===== src/rtl/mem_arbiter_pkg.sv =====
// Shared definitions for the two-port memory arbiter: region defaults,
// FSM state encoding, port identifiers and the region membership helper.
package mem_arbiter_pkg;

    // Default placement of the instruction and data regions.
    localparam logic [31:0] DEF_TEXT         = 32'h0040_0000;
    localparam logic [31:0] DEF_DATA         = 32'h1001_0000;
    localparam logic [31:0] DEF_REGION_BYTES = 32'd1024;

    // Arbiter FSM states.
    typedef enum logic [1:0] {
        ST_IDLE   = 2'd0,
        ST_ACCESS = 2'd1,
        ST_RESP   = 2'd2
    } state_e;

    // Requesting ports.
    typedef enum logic {
        PORT_F = 1'b0,
        PORT_D = 1'b1
    } port_e;

    // True when addr lies in [base, base+size). The offset form avoids any
    // overflow of base+size near the top of the address space.
    function automatic logic in_region(input logic [31:0] addr,
                                       input logic [31:0] base,
                                       input logic [31:0] size);
        logic [31:0] off;
        off = addr - base;
        return (off < size);
    endfunction

endpackage


===== src/rtl/mem_addr_check.sv =====
// Address legality check: word aligned and inside the TEXT or DATA region;
// instruction fetches are confined to the TEXT region.
module mem_addr_check
    import mem_arbiter_pkg::*;
#(
    parameter logic [31:0] TEXT         = DEF_TEXT,
    parameter logic [31:0] DATA         = DEF_DATA,
    parameter logic [31:0] REGION_BYTES = DEF_REGION_BYTES
) (
    input  logic [31:0] addr_i,
    input  logic        is_fetch_i,
    output logic        legal_o
);

    logic aligned;
    logic in_text;
    logic in_data;

    // Combine alignment and region membership into the legal flag.
    always_comb begin
        aligned = (addr_i[1:0] == 2'b00);
        in_text = in_region(addr_i, TEXT, REGION_BYTES);
        in_data = in_region(addr_i, DATA, REGION_BYTES);
        legal_o = aligned && (in_text || (!is_fetch_i && in_data));
    end

endmodule


===== src/rtl/mem_arbiter.sv =====
// Two-port (fetch / data) arbiter in front of a single shared memory.
// Each transaction is IDLE -> ACCESS (one memory cycle) -> RESP (one ack
// cycle); illegal requests skip ACCESS and are answered with err=1.
// Ties are resolved round-robin; all outputs come straight from registers.
module mem_arbiter
    import mem_arbiter_pkg::*;
#(
    parameter logic [31:0] TEXT         = DEF_TEXT,
    parameter logic [31:0] DATA         = DEF_DATA,
    parameter logic [31:0] REGION_BYTES = DEF_REGION_BYTES
) (
    input  logic        clock,
    input  logic        reset_n,
    // fetch port
    input  logic        f_req,
    input  logic [31:0] f_addr,
    output logic        f_ack,
    output logic        f_err,
    output logic [31:0] f_rdata,
    // data port
    input  logic        d_req,
    input  logic        d_we,
    input  logic [31:0] d_addr,
    input  logic [31:0] d_wdata,
    output logic        d_ack,
    output logic        d_err,
    output logic [31:0] d_rdata,
    // shared memory
    output logic [31:0] mem_address,
    output logic [31:0] mem_wdata,
    output logic        mem_read,
    output logic        mem_write,
    input  logic [31:0] mem_rdata
);

    state_e      state_q,       state_d;
    port_e       last_grant_q,  last_grant_d;
    port_e       grant_q,       grant_d;
    logic        f_ack_q,       f_ack_d;
    logic        f_err_q,       f_err_d;
    logic        d_ack_q,       d_ack_d;
    logic        d_err_q,       d_err_d;
    logic [31:0] f_rdata_q,     f_rdata_d;
    logic [31:0] d_rdata_q,     d_rdata_d;
    logic [31:0] mem_address_q, mem_address_d;
    logic [31:0] mem_wdata_q,   mem_wdata_d;
    logic        mem_read_q,    mem_read_d;
    logic        mem_write_q,   mem_write_d;

    logic        f_pend;
    logic        d_pend;
    logic        sel_valid;
    port_e       sel_port;
    logic [31:0] sel_addr;
    logic        sel_we;
    logic [31:0] sel_wdata;
    logic        sel_legal;
    logic        sel_fetch;
    logic [31:0] capture;

    // Pick the candidate request; the port acked in RESP is masked that cycle.
    always_comb begin
        f_pend = f_req;
        d_pend = d_req;
        if (state_q == ST_RESP) begin
            if (grant_q == PORT_F) begin
                f_pend = 1'b0;
            end else begin
                d_pend = 1'b0;
            end
        end
        sel_valid = f_pend || d_pend;
        if (f_pend && d_pend) begin
            sel_port = (last_grant_q == PORT_D) ? PORT_F : PORT_D;
        end else if (f_pend) begin
            sel_port = PORT_F;
        end else begin
            sel_port = PORT_D;
        end
        sel_fetch = (sel_port == PORT_F);
        sel_addr  = sel_fetch ? f_addr : d_addr;
        sel_we    = !sel_fetch && d_we;
        sel_wdata = sel_fetch ? 32'd0 : d_wdata;
    end

    mem_addr_check #(
        .TEXT         (TEXT),
        .DATA         (DATA),
        .REGION_BYTES (REGION_BYTES)
    ) u_addr_check (
        .addr_i     (sel_addr),
        .is_fetch_i (sel_fetch),
        .legal_o    (sel_legal)
    );

    // Next-state and next-output logic; strobes and acks default to idle.
    always_comb begin
        state_d       = state_q;
        last_grant_d  = last_grant_q;
        grant_d       = grant_q;
        f_ack_d       = 1'b0;
        f_err_d       = 1'b0;
        d_ack_d       = 1'b0;
        d_err_d       = 1'b0;
        f_rdata_d     = f_rdata_q;
        d_rdata_d     = d_rdata_q;
        mem_address_d = 32'd0;
        mem_wdata_d   = 32'd0;
        mem_read_d    = 1'b0;
        mem_write_d   = 1'b0;
        capture       = mem_read_q ? mem_rdata : 32'd0;

        case (state_q)
            ST_IDLE, ST_RESP: begin
                if (sel_valid) begin
                    grant_d      = sel_port;
                    last_grant_d = sel_port;
                    if (sel_legal) begin
                        state_d       = ST_ACCESS;
                        mem_address_d = sel_addr;
                        mem_wdata_d   = sel_wdata;
                        mem_read_d    = !sel_we;
                        mem_write_d   = sel_we;
                    end else begin
                        // Illegal request: answer immediately, no memory cycle.
                        state_d = ST_RESP;
                        if (sel_fetch) begin
                            f_ack_d   = 1'b1;
                            f_err_d   = 1'b1;
                            f_rdata_d = 32'd0;
                        end else begin
                            d_ack_d   = 1'b1;
                            d_err_d   = 1'b1;
                            d_rdata_d = 32'd0;
                        end
                    end
                end else begin
                    state_d = ST_IDLE;
                end
            end

            ST_ACCESS: begin
                // Read data arrived on the falling edge; writes return 0.
                state_d = ST_RESP;
                if (grant_q == PORT_F) begin
                    f_ack_d   = 1'b1;
                    f_rdata_d = capture;
                end else begin
                    d_ack_d   = 1'b1;
                    d_rdata_d = capture;
                end
            end

            default: begin
                state_d = ST_IDLE;
            end
        endcase
    end

    // State and output registers; reset drops strobes without waiting a clock.
    always_ff @(posedge clock or negedge reset_n) begin
        if (!reset_n) begin
            state_q       <= ST_IDLE;
            last_grant_q  <= PORT_D;
            grant_q       <= PORT_D;
            f_ack_q       <= 1'b0;
            f_err_q       <= 1'b0;
            d_ack_q       <= 1'b0;
            d_err_q       <= 1'b0;
            f_rdata_q     <= 32'd0;
            d_rdata_q     <= 32'd0;
            mem_address_q <= 32'd0;
            mem_wdata_q   <= 32'd0;
            mem_read_q    <= 1'b0;
            mem_write_q   <= 1'b0;
        end else begin
            state_q       <= state_d;
            last_grant_q  <= last_grant_d;
            grant_q       <= grant_d;
            f_ack_q       <= f_ack_d;
            f_err_q       <= f_err_d;
            d_ack_q       <= d_ack_d;
            d_err_q       <= d_err_d;
            f_rdata_q     <= f_rdata_d;
            d_rdata_q     <= d_rdata_d;
            mem_address_q <= mem_address_d;
            mem_wdata_q   <= mem_wdata_d;
            mem_read_q    <= mem_read_d;
            mem_write_q   <= mem_write_d;
        end
    end

    assign f_ack       = f_ack_q;
    assign f_err       = f_err_q;
    assign f_rdata     = f_rdata_q;
    assign d_ack       = d_ack_q;
    assign d_err       = d_err_q;
    assign d_rdata     = d_rdata_q;
    assign mem_address = mem_address_q;
    assign mem_wdata   = mem_wdata_q;
    assign mem_read    = mem_read_q;
    assign mem_write   = mem_write_q;

endmodule


===== config.mk =====
export PLATFORM = sky130hd
export DESIGN_NAME = mem_arbiter
export DESIGN_NICKNAME = d
export VERILOG_FILES = /design/src/rtl/mem_arbiter_pkg.sv /design/src/rtl/mem_addr_check.sv /design/src/rtl/mem_arbiter.sv
export SDC_FILE = /design/constraint.sdc
export NUM_CORES = 1
export LEC_CHECK = 0
export ABC_AREA = 1
export BUFFER_PORTS_ARGS = -buffer_cell sky130_fd_sc_hd__buf_2
export CORE_MARGIN = 2
export CORE_UTILIZATION = 40
export DETAILED_ROUTE_END_ITERATION = 8
export PLACE_DENSITY = 0.7
export SLEW_MARGIN = 20
export SYNTH_ARGS = -nofsm -noshare
export SYNTH_HDL_FRONTEND = slang
export SYNTH_SLANG_ARGS = --single-unit
export TNS_END_PERCENT = 100

===== constraint.sdc =====
create_clock -name clock -period 5.16 [get_ports clock]
set_input_delay 1.29 -clock clock [delete_from_list [all_inputs] [get_ports clock]]
set_output_delay 1.29 -clock clock [all_outputs]
set_load 0.05 [all_outputs]

==> results.tsv, run 1 <==
metric	value	unit
# Post-CTS Setup Buffers	0	
CTS tree	yes	
Yosys warnings	0	
# H-tree levels	4	
Placement Rows	44	
Final setup viols	0	
post-route minimum period	4120	ps
Worst R2R Path Depth	16	
total die area	0.0159	mm^2
worst hold endpoint	f_rdata[27]	
largest net degree at the start of global routing	55	
layout cells sized above 1	32.2	%
Max Slew Vio Count	0	
mapped cell area	0.00598	mm^2
grt total ovfl	0	
start point of the critical path	d_req	
Fin. Hold Viols	0	
cts repair resizes	0	
CP Capture Type	flip-flop	
worst hold path cell count	2	
Num CTS Buffers	17	
DRT Wirelength	17000	um
commonest non-fill, non-tap cell in the layout	nand2_1	
Clock Pin Slew Worst Setup and Hold Paths	60	ps
drc violations	0	
Worst R2R Start	grant_q	
Die Y-Extent	126	um
FMAX	243	MHz
LEAKAGE	4.79	nW
Hold Startpoint	f_rdata[27]	
final setup TNS	0	ps
Hold Path Class	flip-flop to flip-flop	
first-pass GRT wire length	27300	um
initial antenna violation count	0	
reg-to-reg slack, setup	1440	ps
vias in the first global route	5418	
post-synthesis register bit count	137	
power consumption	0.00304	W
Die X	126	um
crit path DAT	4410	ps
most frequent cells in the layout	nand2_1, buf_2, dfrtp_1, nor2_1, nand4_1	
fillers	1359	
wire per inst	14.4	um
dpl cells	1153	
synthesis-to-finish area growth	35.3	%
Hold Slack	466	ps
detailed placement HPWL	12000	um
Yosys cell types	25	
Syn Area/Cell	8.30	um^2
# IOs	267	
CTS sink count	137	
Antenna Violating Nets Remaining	0	
first drt pass iteration count	4	
VDD IR max	0.269	mV
clock root cell	clkbuf_16	
RSZ-0062 raised after global routing	false	
Vias per Instance	4.82	
Required @ worst endpoint	5450	ps
diode count	0	
core footprint	0.0146	mm^2
worst skew pair latency	410	ps
Setup Skew	10.5	ps
startpoint types	primary input	
routability cong.	0.881	
register area share after synthesis	57.3	%
initial drt markers	342	
Max-Cap Viols	0	
critical path type	primary input to flip-flop	
Gate Count Post-Synth	721	
Hold-fix buffers, CTS	0	
GRT Total Usage	21.6	%
Crit Path Max Fanout	43	
Final nets	1121	
Non-Filler Instances	1185	
relative slew slack	34.2	%
initial core utilization	41.0	%
IO Port Bufs	266	
Longest Clk Path Bufs	2	
Crit Reg-Reg Endpoint	f_rdata[7]	
pwr/cell area	376	mW/mm^2
period utilisation layout	79.8	%
Tightest Pin Transition	981	ps
via count	5709	
status	finished clean	
## worst max-delay path by stage
stage | to | slack, ps | cells after the start
CTS | f_rdata[7] | 1010 | 16
finish | f_rdata[7] | 1040 | 16
detailed placement | f_rdata[31] | 590 | 16
global route | f_rdata[0] | 610 | 16
global placement | f_rdata[5] | 720 | 16
floorplan | d_rdata[0] | 2210 | 16
## logic make-up after synthesis
family,Yosys count,share of synthesized area [%]
and+or+nand+nor,477,34.2
DFF,137,57.3
buffers and inverters,89,6.84
AOI/OAI and AO/OA,17,1.57
other,1,0.0627
## critical path, cell delays in order
cell and delay [ps]:
buf_2 110, nand2_2 340, nand3_4 460, inv_2 330
nand2_1 110, nand2_1 100, o21ai_0 90, nand2_1 70
nor2_1 30, nand2_1 70, nand2_2 80, nand3_2 60
buf_4 330, nand3_2 590, nand2_1 250, nand2_1 70
## routing by layer
metal	GRT usage [%]	vias up	share of wire (%)
li1	-	2793	-
met1	26.8	2678	41
met2	35.7	214	50
met3	6.58	24	7.2
met4	8.21	0	1.9
met5	0	-	0
## cell type report
cell class                      count  area [um^2]  share of cell area, %
Clock inverter                     14          206                   2.55
Sequential cell                   137         3430                   42.4
Clock buffer                       18          439                   5.42
Tap cell                          184          230                   2.84
Inverter                           43          161                   1.99
Multi-Input combinational cell    515         2230                   27.6
Timing Repair Buffer              274         1400                   17.3
## cell usage after synthesis (all sizes together)
| library cell | n | area, um^2 |
|---|---|---|
| a22o | 1 | 8.76 |
| nand2 | 292 | 1120 |
| o21ai | 2 | 10.0 |
| o21bai | 1 | 7.51 |
| clkbuf | 24 | 90.1 |
| buf | 22 | 158 |
| o31ai | 1 | 7.51 |
| a21oi | 12 | 60.1 |
| nand3 | 42 | 245 |
| dfstp | 1 | 26.3 |
| nand4 | 55 | 344 |
| conb | 1 | 3.75 |
| inv | 42 | 158 |
| dfrtp | 136 | 3400 |
| clkinv | 1 | 3.75 |
| nand3b | 2 | 15.0 |
| nor2 | 86 | 323 |
## power breakdown
part | internal (W) | switching [W] | leakage (nW) | total, W
Combinational | 0.000152 | 0.000465 | 2.62 | 0.000617
Sequential | 0.00110 | 0.0000106 | 1.85 | 0.00111
Clock | 0.000835 | 0.000478 | 0.318 | 0.00131
## stage by stage
step,cell area (um^2),worst slack [ps],util (%)
CTS,8100,1010,55.5
global placement,7450,719,51.1
detailed placement,7450,591,51.1
floorplan,6060,2210,-
finish,8100,1040,55.5
global route,8100,609,55.5
## registers in the layout, indices dropped and copies added (netlist names)
signal       cells
mem_write        1
mem_wdata       32
f_ack            1
d_err            1
grant_q          1
d_rdata         32
f_err            1
mem_address     32
f_rdata         32
d_ack            1
state_q          2
mem_read         1
No activity file was read; power rests on OpenSTA's default activity.
==> inputs of run 2 (changes only) <==
- clock period: 5.16 -> 3.8 ns (I/O delays scaled with it)
==> run 2 against run 1 <==
Against the previous run: sequential power up 36%; first-iteration DRC count fell by 8.2%; final area rose by 0.66%; total power rose by 37%; register-to-register slack got worse by 880 ps; clock-buffer cell count did not move; flip-flop and latch count unchanged; final cell count is 0.51% higher; largest power group unchanged; highest routed layer is now met5.
==> results.tsv, run 2 (synthesis gave the netlist of run 1 again) <==
metric	value	unit	change
Final setup viols	0		unchanged
CP Capture Type	flip-flop		unchanged
CTS tree	yes		unchanged
Finished Core Util	55.9	%	was 55.5%
clock share of power	42.8	%	was 43.1%
share of power burned in registers	36.4	%	was 36.6%
LEAKAGE	4.81	nW	was 4.79 nW
start point of the critical path	grant_q		was d_req
IO Port Bufs	266		unchanged
most frequent cells in the layout	nand2_1, buf_2, dfrtp_1, nor2_1, nand4_1		unchanged
post-route minimum period	3240	ps	
Die Y-Extent	126	um	unchanged
startpoint types	flip-flop		was primary input
clock root cell	clkbuf_16		unchanged
DRT Wirelength	17300	um	was 17000 um
reg-to-reg slack, setup	560	ps	was 1440 ps
Final WS setup	562	ps	was 1040 ps
Max-Cap Viols	0		unchanged
Num CTS Buffers	17		unchanged
Max Slew Vio Count	0		unchanged
Fin. Hold Viols	0		unchanged
commonest non-fill, non-tap cell in the layout	nand2_1		unchanged
Crit Path Max Fanout	43		unchanged
# H-tree levels	4		unchanged
Placement Rows	44		unchanged
Non-Filler Instances	1191		was 1185
Tightest Pin Transition	786	ps	was 981 ps
initial core utilization	41.0	%	unchanged
sw power	0.00131	W	was 0.000954 W
routed length on met3	1440	um	was 1230 um
synthesis-to-finish area growth	36.2	%	was 35.3%
VDD IR max	0.262	mV	was 0.269 mV
GRT Total Usage	21.8	%	was 21.6%
Placed Area	0.00750	mm^2	was 0.00745 mm^2
cts repair resizes	0		unchanged
core footprint	0.0146	mm^2	unchanged
first drt pass iteration count	5		was 4
Die X	126	um	unchanged
relative slew slack	47.2	%	was 34.2%
switch share	31.4	%	was 31.3%
drc violations	0		unchanged
grt total ovfl	0		unchanged
first-pass GRT wire length	27600	um	was 27300 um
initial drt markers	314		was 342
layout cells sized above 1	32.4	%	was 32.2%
FMAX	309	MHz	
Crit Reg-Reg Endpoint	d_rdata[11]		was f_rdata[7]
Longest Clk Path Bufs	2		unchanged
total die area	0.0159	mm^2	unchanged
Top Layer Used	met5		was met4
design area	0.00815	mm^2	was 0.00810 mm^2
final setup TNS	0	ps	unchanged
largest net degree at the start of global routing	80		was 55
crit path DAT	3530	ps	was 4410 ps
# Post-CTS Setup Buffers	0		unchanged
Antenna Violating Nets Remaining	0		unchanged
Worst R2R Start	grant_q		unchanged
Hold-fix buffers, CTS	0		unchanged
status	finished clean		unchanged
Worst R2R Path Depth	15		was 16
end point of the critical path	d_rdata[11]		was f_rdata[7]
dpl cells	1158		was 1153
period utilisation layout	85.2	%	
Required @ worst endpoint	4100	ps	was 5450 ps
critical path type	flip-flop to flip-flop		was primary input to flip-flop
via count	5782		was 5709
Hold Path Class	flip-flop to flip-flop		unchanged
RSZ-0062 raised after global routing	false		unchanged
detailed placement HPWL	12000	um	about the same
DR WL met2	8470	um	was 8500 um
Pint	0.00285	W	was 0.00209 W
routability cong.	0.849		was 0.881
Final nets	1126		was 1121
wire per inst	14.6	um	was 14.4 um
Setup Skew	7.00	ps	was 10.5 ps
pre-CTS setup slack	332	ps	was 591 ps
logic gate share of total power	20.8	%	was 20.3%
Clock Pin Slew Worst Setup and Hold Paths	60	ps	about the same
vias in the first global route	5530		was 5418
CTS sink count	137		unchanged
worst skew pair latency	410	ps	about the same
M1 WL	7150	um	was 6980 um
# IOs	267		unchanged
pwr/cell area	510	mW/mm^2	was 376 mW/mm^2
Vias per Instance	4.85		was 4.82
initial antenna violation count	2		was 0
==> run 2: layout make-up <==
class / instances / area (um^2)
antenna: 1 / 2.50
clock buffer: 18 / 439
clock inverter: 14 / 208
fill: 1377 / 6440
inverter: 43 / 161
multi-input combinational: 515 / 2230
sequential: 137 / 3430
tap: 184 / 230
timing repair buffer: 279 / 1450
==> run 2: worst min-delay path by stage <==
stage	cells past startpoint	endpoint	start	slack (ps)
floorplan	2	grant_q	grant_q	520
CTS	2	f_rdata[28]	f_rdata[28]	470
global route	2	f_rdata[25]	f_rdata[25]	490
global placement	2	f_rdata[21]	f_rdata[21]	450
finish	2	f_rdata[28]	f_rdata[28]	470
detailed placement	2	f_rdata[28]	f_rdata[28]	460
==> run 2: layer usage <==
| layer | GRT usage (%) | vias up |
|---|---|---|
| li1 | - | 2813 |
| met4 | 7.82 | 2 |
| met5 | 0 | - |
| met3 | 6.71 | 27 |
| met2 | 36.1 | 248 |
| met1 | 27.3 | 2692 |
==> run 2: power by group through the flow <==
stage	Sequential, W	Combinational, W	Clock (W)
floorplan	0.00164	0.000549	0
global placement	0.00154	0.000859	0
detailed placement	0.00154	0.000864	0
CTS	0.00151	0.000868	0.00182
global route	0.00152	0.000958	0.00190
finish	0.00151	0.000865	0.00178
==> run 2: metrics by stage <==
stage,power [W],hold WS (ps)
after floorplan,0.00219,519
after global placement,0.00240,452
after detailed placement,0.00240,458
after CTS,0.00421,473
after global routing,0.00437,490
final,0.00416,467
==> run 2: worst max-delay path, cell delays in order, from the launching register on <==
cell	delay (ps)
dfstp_2	530
inv_2	70
nand3_4	250
nand3_4	450
o21ai_1	380
nand2_1	90
nor2_1	110
nand3_1	80
nor2_1	110
nand2_1	70
nand2_2	100
nand2_2	80
nand2_4	270
nand2_4	290
nand2_1	140
nand2_1	60
==> inputs of run 3 (changes only) <==
- RECOVER_POWER: not set -> 100
==> run 3 against run 2 <==
Against the previous run: the flow now finishes with violations (capacitance limit, slew limit); first-iteration DRC count grew 24%; critical path depth stayed put; wire length hardly changed; sequential power barely moved; via count about the same; fmax shrank 2.7%; clock skew about the same; largest cell class unchanged.
==> results.tsv, run 3 (synthesis gave the netlist of run 1 again) <==
metric	value	unit	change
status	finished, violations left		was finished clean
failing checks	capacitance limit, slew limit		
# H-tree levels	4		unchanged
RSZ-0062 raised after global routing	false		unchanged
fillers	1454		was 1377
Required @ worst endpoint	4100	ps	about the same
clock root cell	clkbuf_16		unchanged
CP max-delay cell	dfstp_2		unchanged
commonest non-fill, non-tap cell in the layout	nand2_1		unchanged
Worst R2R Start	grant_q		unchanged
initial drt markers	388		was 314
grt total ovfl	0		unchanged
post-route minimum period	3330	ps	was 3240 ps
Die X	126	um	unchanged
FMAX	300	MHz	was 309 MHz
worst skew pair latency	410	ps	about the same
drc violations	0		unchanged
Crit path top cell by count	nand2_1		unchanged
Final setup viols	0		unchanged
initial antenna violation count	2		unchanged
synthesis-to-finish area growth	33.1	%	was 36.2%
Final nets	1126		unchanged
layout cells sized above 1	18.9	%	was 32.4%
# Post-CTS Setup Buffers	0		unchanged
area of the multi-input gates	0.00222	mm^2	was 0.00223 mm^2
Max-Cap Viols	1		was 0
routability cong.	0.849		unchanged
power consumption	0.00415	W	was 0.00416 W
wire per inst	14.6	um	about the same
Vias per Instance	4.86		was 4.85
IO Port Bufs	266		unchanged
CP Capture Type	flip-flop		unchanged
first drt pass iteration count	5		unchanged
largest net degree at the start of global routing	80		unchanged
most frequent cells in the layout	nand2_1, dfrtp_1, clkbuf_1, buf_2, nor2_1		was nand2_1, buf_2, dfrtp_1, nor2_1, nand4_1
VDD IR max	0.262	mV	about the same
# IOs	267		unchanged
Setup Skew	6.90	ps	was 7.00 ps
Buf+Inv Stages, Crit Path	1		unchanged
Hold Path Class	flip-flop to flip-flop		unchanged
Hold Startpoint	f_rdata[28]		unchanged
period utilisation layout	87.6	%	was 85.2%
initial core utilization	41.0	%	unchanged
Die Y-Extent	126	um	unchanged
cts repair resizes	0		unchanged
Max Slew Vio Count	79		was 0
DRT Wirelength	17400	um	was 17300 um
Tightest Pin Transition	1990	ps	was 786 ps
core footprint	0.0146	mm^2	unchanged
relative slew slack	-32.5	%	was 47.2%
start point of the critical path	grant_q		unchanged
startpoint types	flip-flop		unchanged
final setup TNS	0	ps	unchanged
Hold-fix buffers, CTS	0		unchanged
CTS tree	yes		unchanged
Crit Path Max Fanout	43		unchanged
LEAKAGE	4.25	nW	was 4.81 nW
CTS sink count	137		unchanged
Num CTS Buffers	17		unchanged
GRT Total Usage	21.8	%	unchanged
Clock Pin Slew Worst Setup and Hold Paths	60	ps	about the same
Seq. cell area	0.00343	mm^2	unchanged
Longest Clk Path Bufs	2		unchanged
first-pass GRT wire length	27600	um	unchanged
CP top delay family	simple AND/OR/NAND/NOR gates		unchanged
critical-path cell list	inv_2 -> nand3_4 -> nand3_4 -> o21ai_0 -> nand2_1 -> nor2_1 -> nand3_1 -> nor2_1 -> nand2_1 -> nand2_2 -> nand2_2 -> nand2_4 -> nand2_4 -> nand2_1 -> nand2_1		was inv_2 -> nand3_4 -> nand3_4 -> o21ai_1 -> nand2_1 -> nor2_1 -> nand3_1 -> nor2_1 -> nand2_1 -> nand2_2 -> nand2_2 -> nand2_4 -> nand2_4 -> nand2_1 -> nand2_1
Placement Rows	44		unchanged
via count	5785		was 5782
total die area	0.0159	mm^2	unchanged
Antenna Violating Nets Remaining	0		unchanged
vias in the first global route	5530		unchanged
CP max stage delay	530	ps	about the same
crit path DAT	3620	ps	was 3530 ps
critical path type	flip-flop to flip-flop		unchanged
detailed placement HPWL	12000	um	unchanged
pwr/cell area	521	mW/mm^2	was 510 mW/mm^2
Fin. Hold Viols	0		unchanged
## run 3: cell count changes in the layout (fill, tap and decap cells not counted), sizes merged
cell | before | now
buf | 279 | 143
clkbuf | 18 | 154
## run 3: power by group
group	leakage [nW]	internal [W]	switching [W]
Sequential	1.85	0.00150	0.0000152
Clock	0.310	0.00113	0.000651
Combinational	2.08	0.000211	0.000645
## run 3: final cells by class
cell class | instances | share of cell area (%)
antenna | 1 | 0.0314
clock buffer | 18 | 5.51
clock inverter | 14 | 2.61
inverter | 43 | 2.03
multi-input combinational | 515 | 27.9
sequential | 137 | 43.1
tap | 184 | 2.89
timing repair buffer | 279 | 16.0
## run 3: tightest hold or removal path, delay by kind of cell, from the launching register on
kind	cells	cell delay, ps
flip-flops	1	340
AND/OR/NAND/NOR	2	100
## run 3: routing by layer
metal  track usage (%)  vias up  routed length, um
met4              7.82        2                290
met1              27.3     2705               7170
met3              6.71       27               1420
li1                  -     2811                  -
met2              36.1      240               8460
met5                 0        -                 10
## run 3: stage by stage
| step | worst slack [ps] | area [um^2] | hold WS (ps) | utilization [%] | cells |
|---|---|---|---|---|---|
| 5_1_grt | 152 | 7960 | 492 | 54.6 | 1190 |
| 3_5_place_dp | 332 | 7500 | 458 | 51.4 | 1158 |
| 6_report | 470 | 7960 | 473 | 54.6 | 1191 |
| 4_1_cts | 557 | 8150 | 473 | 55.8 | 1190 |
| 2_1_floorplan | 1190 | 6060 | 519 | - | 741 |
| 3_3_place_gp | 406 | 7500 | 452 | 51.4 | 1158 |
## run 3: final timing paths
| kind | endpoint | slack, ps | depth (start not counted) |
|---|---|---|---|
| hold / removal | f_rdata[28] | 470 | 2 |
| setup reg to reg | d_rdata[11] | 470 | 15 |
| max in group asynchronous | mem_wdata[20] | 1520 | 1 |
| min in group asynchronous | d_rdata[10] | 1060 | 1 |
| hold reg to reg | f_rdata[28] | 470 | 2 |
| setup / recovery | d_rdata[11] | 470 | 15 |
